$ cat config.mk
export PLATFORM = sky130hd
export DESIGN_NAME = ysyx_24100029_demux1to4
export DESIGN_NICKNAME = d
export VERILOG_FILES = /design/src/rtl/ysyx_24100029_demux1to4.sv
export SDC_FILE = /design/constraint.sdc
export NUM_CORES = 1
export LEC_CHECK = 0
export BUFFER_PORTS_ARGS = -buffer_cell sky130_fd_sc_hd__buf_2
export CAP_MARGIN = 20
export CORE_ASPECT_RATIO = 1.2
export CORE_MARGIN = 2
export CORE_UTILIZATION = 35
export DETAILED_ROUTE_END_ITERATION = 16
export GPL_ROUTABILITY_DRIVEN = 0
export PLACE_DENSITY = 0.57
export SLEW_MARGIN = 20
export SYNTH_ARGS = -nofsm -noshare
export SYNTH_HDL_FRONTEND = slang
export SYNTH_SLANG_ARGS = --single-unit
$ cat constraint.sdc
create_clock -name clk -period 3 [get_ports clk]
set_clock_uncertainty 0.15 [all_clocks]
set_input_delay 0.3 -clock clk [delete_from_list [all_inputs] [get_ports clk]]
set_output_delay 0.3 -clock clk [all_outputs]
set_load 0.01 [all_outputs]
$ cat src/rtl/ysyx_24100029_demux1to4.sv
// ---------------------------------------------------------------------------
// ysyx_24100029_demux1to4
//
// Handshaked 1-to-4 stream distributor. One valid/ready input stream carries
// a per-beat destination select. Each beat is steered into one of four
// valid/ready output streams. Every output owns a one-entry register slice,
// so a stalled consumer only back-pressures beats addressed to itself. The
// other three ports keep flowing.
//
// Beats with an illegal select are accepted and thrown away. Each dropped
// beat is flagged by a one-cycle err_o pulse and counted in a saturating
// counter. Only the one-hot select encoding has illegal codes.
//
// Parameters:
//   DATA_WIDTH  payload width
//   Is_One_Hot  1: 4-bit one-hot select, 0: 2-bit binary select
//   CNT_WIDTH   width of the dropped-beat counter
//
// Ports:
//   clk            clock, all state updates on the rising edge
//   rst_n          synchronous active-low reset
//   data_i         input payload
//   sel_i          destination select, qualified by valid_i
//   valid_i        input beat valid
//   ready_o        input beat accepted when valid_i & ready_o
//   data_o0..3     per-port payload (register outputs)
//   valid_o        per-port valid, bit k belongs to port k (register outputs)
//   ready_i        per-port consumer ready
//   err_o          one-cycle pulse after an illegal-select beat is dropped
//   drop_cnt_o     saturating count of dropped beats
// ---------------------------------------------------------------------------
module ysyx_24100029_demux1to4 #(
  parameter int DATA_WIDTH = 32,
  parameter bit Is_One_Hot = 1'b1,
  parameter int CNT_WIDTH  = 8,
  localparam int SEL_WIDTH = Is_One_Hot ? 4 : 2
) (
  input  logic                  clk,
  input  logic                  rst_n,
  input  logic [DATA_WIDTH-1:0] data_i,
  input  logic [SEL_WIDTH-1:0]  sel_i,
  input  logic                  valid_i,
  output logic                  ready_o,
  output logic [DATA_WIDTH-1:0] data_o0,
  output logic [DATA_WIDTH-1:0] data_o1,
  output logic [DATA_WIDTH-1:0] data_o2,
  output logic [DATA_WIDTH-1:0] data_o3,
  output logic [3:0]            valid_o,
  input  logic [3:0]            ready_i,
  output logic                  err_o,
  output logic [CNT_WIDTH-1:0]  drop_cnt_o
);

  // Decoded destination. sel_idx is only meaningful when sel_legal is set.
  logic       sel_legal;
  logic [1:0] sel_idx;

  // Slot state and next-state values.
  logic [3:0]            full_q, full_d;
  logic [DATA_WIDTH-1:0] slot_data_q [4];
  logic [DATA_WIDTH-1:0] slot_data_d [4];

  // Drop reporting state.
  logic                 err_q, err_d;
  logic [CNT_WIDTH-1:0] drop_cnt_q, drop_cnt_d;

  // Handshake helpers.
  logic       accept;
  logic [3:0] fill;
  logic [3:0] drain;

  // Select decode. In one-hot mode, only a single set bit names a port.
  // Zero and multi-hot codes are illegal. Every binary code is legal.
  if (Is_One_Hot) begin : g_onehot
    always_comb begin
      sel_legal = 1'b1;
      sel_idx   = 2'd0;
      case (sel_i)
        4'b0001: sel_idx = 2'd0;
        4'b0010: sel_idx = 2'd1;
        4'b0100: sel_idx = 2'd2;
        4'b1000: sel_idx = 2'd3;
        default: sel_legal = 1'b0;
      endcase
    end
  end else begin : g_binary
    assign sel_legal = 1'b1;
    assign sel_idx   = sel_i;
  end

  // ready_o only looks at the addressed slot, so one full slot never blocks
  // beats for the other ports. A full slot can still accept a beat while its
  // consumer takes the old one, which gives one beat per cycle per port.
  // Illegal beats are always accepted so they can be dropped. ready_o does
  // not depend on valid_i.
  always_comb begin
    ready_o = 1'b1;
    if (sel_legal) begin
      ready_o = ~full_q[sel_idx] | ready_i[sel_idx];
    end
    accept = valid_i & ready_o;
  end

  // Per-slot fill/drain. When a slot fills and drains in the same cycle,
  // it stays full and takes the new beat.
  always_comb begin
    for (int k = 0; k < 4; k++) begin
      fill[k]        = accept & sel_legal & (sel_idx == 2'(k));
      drain[k]       = full_q[k] & ready_i[k];
      full_d[k]      = fill[k] | (full_q[k] & ~drain[k]);
      slot_data_d[k] = fill[k] ? data_i : slot_data_q[k];
    end
  end

  // Drop bookkeeping. err pulses once per dropped beat. The counter stops
  // at all-ones instead of wrapping.
  always_comb begin
    err_d      = accept & ~sel_legal;
    drop_cnt_d = drop_cnt_q;
    if (err_d && (drop_cnt_q != {CNT_WIDTH{1'b1}})) begin
      drop_cnt_d = drop_cnt_q + CNT_WIDTH'(1);
    end
  end

  // State registers. Reset has priority over any handshake in the same
  // cycle, so beats accepted during reset are lost.
  always_ff @(posedge clk) begin
    if (!rst_n) begin
      full_q     <= '0;
      err_q      <= 1'b0;
      drop_cnt_q <= '0;
      for (int k = 0; k < 4; k++) begin
        slot_data_q[k] <= '0;
      end
    end else begin
      full_q     <= full_d;
      err_q      <= err_d;
      drop_cnt_q <= drop_cnt_d;
      for (int k = 0; k < 4; k++) begin
        slot_data_q[k] <= slot_data_d[k];
      end
    end
  end

  // All stream outputs come straight from registers.
  assign valid_o    = full_q;
  assign data_o0    = slot_data_q[0];
  assign data_o1    = slot_data_q[1];
  assign data_o2    = slot_data_q[2];
  assign data_o3    = slot_data_q[3];
  assign err_o      = err_q;
  assign drop_cnt_o = drop_cnt_q;

endmodule
Yosys cells after proc, flatten, opt, wreduce, memory -nomap -nowiden
Memories as Yosys holds them, arrays and structs flattened.
Cells that the tools add are included.
{ "totals": {"regBits": 13, "inputBits": 43, "word_cells": 64, "mem_bits_rw": 128, "n_memories": 1} }
{ "memory_table": {"columns": ["name", "depth", "word_bits", "read_ports", "rd_clocked_by_memory_dff", "wr", "line_no", "rtl"], "rows": [
  ["slot_data_q", 4, 32, 4, 0, 4, "60", "logic [DATA_WIDTH-1:0] slot_data_q [4];"]
]} }
{ "classes": {"n_bitwise": 30, "mux": 17, "reduce_logical": 3, "order_cmp": 1, "n_addsub": 1, "eq_ne": 8} }
{ "ops": {"columns": ["cell", "n"], "rows": [
  ["$mux W32", 8],
  ["$and A1 B1 Y1", 15],
  ["$or A1 B1 Y1", 9],
  ["$add A8 B1 Y8 const B", 1],
  ["$ne A8 B8 Y1 const B", 1],
  ["$mux W1", 6],
  ["$not A1 Y1", 6],
  ["$pmux W2 S3", 1],
  ["$bmux W1 S2", 2],
  ["$eq A2 B2 Y1 const B", 2],
  ["$eq A4 B1 Y1 const B", 1],
  ["$eq A4 B2 Y1 const B", 1],
  ["$eq A4 B3 Y1 const B", 1],
  ["$eq A4 B4 Y1 const B", 1],
  ["$reduce_or A4 Y1", 1],
  ["$lt A2 B3 Y1 const B", 1],
  ["$eq A2 B1 Y1 const B", 1],
  ["$logic_not A2 Y1", 1],
  ["$logic_and A1 B1 Y1", 1]
]} }

Depth between registers and ports, before layout
{ "logic_depth": {"ltp_word": 12, "depth_mapped": 7, "mapped_depth_nobuf": 5} }

Least setup slack after synthesis
OpenSTA, ideal clock, no wires.
{ "synth_timing": {"kind": "input to register", "start": "input port sel_i[0]", "end": "memory slot_data_q[0][10]", "t_arrival_ps": 2284, "slack_ps": 494, "stages": 7, "path_buffers": 2, "required_time_ps": 2778, "path_cell_list": "buf_6 > or4b_4 > o311ai_4 > a311oi_4 > a2111oi_4 > buf_6 > mux2i_1"} }
{ "synth_lines": {"columns": ["item", "line_no", "rtl"], "rows": [
  ["from (decl)", "41", "input logic [SEL_WIDTH-1:0] sel_i,"],
  ["to (decl)", "60", null]
]} }

Worst setup path after layout
{ "layout_timing": {"start": "register full_q[1], in the netlist valid_o[1]", "end": "output port ready_o"} }
{ "layout_via": {"elab_chain_len": 5} }
{ "layout_rtl": {"columns": ["item", "line_no", "rtl"], "rows": [
  ["from (decl)", "59", "logic [3:0] full_q, full_d;"],
  ["from (signal assigned)", "136", "full_q <= full_d;"],
  ["$bmux W1 S2", "99", "ready_o = ~full_q[sel_idx] | ready_i[sel_idx];"],
  ["$mux W1 (not written as such)", "99", null],
  ["$not A1 Y1", "99", null],
  ["$or A1 B1 Y1", "99", null],
  ["$mux W1", "98", "if (sel_legal) begin"],
  ["to (decl)", "43", "output logic ready_o,"]
]} }
Every way passes these cells. The select of a mux whose other input is x is not followed.

==> results.py <==
metrics = {
    "cts": {
        "cts_num_sinks": 141,
        "cts_max_path_buffers": 2,
        "postCtsSetupRepairBufs": 0,
        "tritoncts": "yes",
        "clk_latency_ns": 0.41,
        "cts_resized": 0,
        "htreeDepth": 4,
        "cts_hold_buf": 0,
        "path_clk_slew_ns": 0.07,
        "clockRootBuffer": "clkbuf_16",
        "cts_buffers": 17,
    },
    "drt": {
        "wl_per_cell_um": 15.4,
        "drtIter0Drc": 197,
        "vias": 4322,
        "wl_um": 14300,
        "final_antenna_net_count": 0,
        "drt_pass1_iterations": 6,
        "vias_per_cell": 4.65,
        "remaining_drc_errors": 0,
    },
    "layout": {
        "drive_gt1_share_pct": 32.0,
        "fin_util_pct": 47.4,
        "regArea_um2": 2820,
        "antenna-diode-count": 0,
        "nNetsFinal": 757,
        "nFillCells": 1513,
        "multiInputGateArea_um2": 2450,
        "syn2layout_area_growth_pct": 31.4,
        "stdcell_area_um2": 7150,
    },
    "logic_synthesis": {
        "ys.warnings.count": 0,
        "syn_area_um2": 5440,
        "syn_avg_cell_area_um2": 10.1,
        "synthDistinctLibCells": 36,
        "synth-seq-cells": 141,
        "synthesis.instances": 537,
        "ys_seq_area_share_pct": 51.9,
        "syn-num-nets": 581,
    },
    "worst_setup_path": {
        "path_class": "reg -> out",
        "r2r_end": "valid_o[0]",
        "start_kind": "register",
        "crit_fanout": 5,
        "crit_buf_inv": 1,
        "slowest_stage": "a311oi_4",
        "reg2regPathDepth": 6,
        "path_cells": "nand3b_1 > a211o_1 > a311oi_4 > nand2_1 > buf_2",
        "regToRegSetupSlack_ns": 0.72,
        "reg2reg_from": "valid_o[1]",
        "cpPeakStageDelay_ns": 0.60,
        "critPathRequiredTime_ns": 2.55,
        "crit_arrival_ns": 2.06,
        "crit_family": "compound AO/OA/AOI/OAI gates",
        "endpoint_kind": "output pin",
    },
    "power_and_ir_drop": {
        "ir_worst_vdd_mv": 0.301,
        "switching_share_pct": 24.3,
        "power_leakage_nw": 3.08,
        "comb_power_share_pct": 5.7,
        "power_density_nw_per_um2": 582,
        "intPower_mw": 3.15,
        "netSwitchingPower_mw": 1.01,
        "power.share.clock_pct": 48.2,
        "power_frac_seq_pct": 46.1,
    },
    "die": {
        "core_area_um2": 15100,
        "fp.dieH_um": 141,
        "die_width_um": 118,
        "start_util_pct": 36.1,
        "placementRows": 49,
        "die-area_um2": 16600,
        "ioPinCount": 185,
    },
    "timing": {
        "fin_crit_ns": 2.51,
        "fmax_ghz": 0.398,
        "fin_ws_ns": 0.490,
        "fin_crit_sh_pct": 83.7,
        "tightestPinTransition_ns": 0.593,
        "final-max-slew-violation-count": 0,
        "final.setup.tns_ns": 0,
        "finalHoldViolations": 0,
        "finalSetupViolCount": 0,
        "rsz0062_at_grt": "no",
        "relSlewSlack_pct": 60.5,
    },
    "global_route": {
        "grt_pass1_wl_um": 23000,
        "gr-usage-all-layers_pct": 17.3,
        "antenna_found_initial": 0,
        "grt_pass1_vias": 4327,
        "grt_max_degree": 88,
        "gr-total-overflow": 0,
    },
    "place": {
        "placed_area_um2": 6590,
        "hpwlAfterDp_um": 9930,
        "io_buffers": 184,
        "place_ws_ns": 0.289,
    },
    "min_path": {
        "hold_depth": 3,
        "hp-class": "in -> reg",
        "holdPathEnd": "slot_data_q[0][41]",
        "min-delay-start": "data_i[9]",
    },
    "status": {
        "status": "finished, final reports clean",
    },
    "job": {
        "drv_cap": 0,
    },
}
-- synth_stat cells --
master,instances,area (um2)
and2_1,4,25.0
a211oi_1,1,7.51
nand2_1,171,642
o311ai_4,1,26.3
a21oi_2,2,17.5
buf_4,1,7.51
a211o_1,1,8.76
nand3b_1,4,30.0
inv_1,3,11.3
clkbuf_1,20,75.1
a21oi_1,3,15.0
buf_6,4,45.0
nor4b_1,1,8.76
ha_1,1,12.5
mux2i_1,133,1330
a311oi_4,1,26.3
a2111oi_4,1,27.5
a41o_1,1,10.0
and3b_1,1,8.76
o21a_1,4,30.0
xor2_1,1,8.76
or4_1,1,7.51
nor3_2,1,10.0
nand2b_1,4,25.0
or4b_2,1,10.0
or3b_2,1,8.76
xnor2_1,1,8.76
dfxtp_1,141,2820
nand4_1,4,25.0
o21ai_0,2,10.0
or4b_4,1,13.8
a21bo_2,1,10.0
a221oi_1,1,8.76
nor2b_1,5,31.3
and3_1,4,25.0
buf_2,10,50.1
-- registers in the layout, summed over array words and instances, names as in the netlist --
name,cells
valid_o,4
err_o,1
drop_cnt_o,8
slot_data_q,128
-- layout make-up --
cell class | count | share of cell area (%)
Clock buffer | 19 | 6.05
Clock inverter | 13 | 1.84
Inverter | 3 | 0.157
Multi-Input combinational cell | 358 | 34.3
Sequential cell | 141 | 39.5
Tap cell | 204 | 3.57
Timing Repair Buffer | 192 | 14.6
-- per-stage QoR --
stage               hold WS, ns  power (mW)  instances
global route             0.0509        4.32        930
CTS                      0.0436        4.22        930
global placement          0.290        2.19        898
floorplan                 0.329        2.10        537
detailed placement        0.295        2.20        898
finish                   0.0611        4.16        930
-- worst reg2reg max path, delay by kind of cell (launching register included) --
kind / cells / cell delay (ns)
buffers and inverters: 1 / 0.27
DFF: 1 / 0.36
and+or+nand+nor: 1 / 0.08
AOI/OAI and AO/OA: 4 / 1.30
-- how the worst max path moves through the flow --
stage | cells after the start | start | endpoint | slack, ns
CTS | 5 | valid_o[1] | ready_o | 0.45
detailed placement | 7 | sel_i[0] | slot_data_q[0][22] | 0.29
floorplan | 7 | sel_i[0] | slot_data_q[0][10] | 0.49
global route | 5 | valid_o[1] | ready_o | 0.38
finish | 5 | valid_o[1] | ready_o | 0.49
global placement | 7 | sel_i[0] | slot_data_q[0][13] | 0.39
-- cell usage in the layout (no fill, tap or decap), drive strengths merged, types with 5 or more instances in the layout --
cell,instances
a21oi,5
dfxtp,141
mux2i,133
clkbuf,19
nor2b,5
inv,8
nand2,171
buf,192
-- metal layers --
metal / vias up / share of wire, % / GRT usage, % / wire [um]
li1: 2148 / - / - / -
met1: 2031 / 42 / 20.0 / 6050
met2: 124 / 50 / 29.9 / 7130
met3: 19 / 5.3 / 4.69 / 754
met4: 0 / 2.4 / 8.12 / 344
met5: - / 0 / 0 / 0
-- logic make-up (layout without fill, tap and decap cells) --
kind of cell / after synthesis / after routing / share of synthesized area [%]
xor gates and xnor gates: 2 / 2 / 0.322
buffers and inverters: 38 / 227 / 3.47
and+or+nand+nor: 203 / 203 / 16.0
adders and majority gates: 1 / 1 / 0.230
muxes: 133 / 133 / 24.5
DFF: 141 / 141 / 51.9
AOI/OAI and AO/OA: 19 / 19 / 3.63
-- power groups by stage --
stage               logic (mW)  registers, mW  clock network, mW
floorplan                0.129           1.97                  0
global placement         0.234           1.96                  0
detailed placement       0.240           1.96                  0
CTS                      0.241           1.92               2.06
global route             0.261           1.92               2.14
finish                   0.237           1.92               2.01
Note: power is estimated with default switching activity, not from simulation.
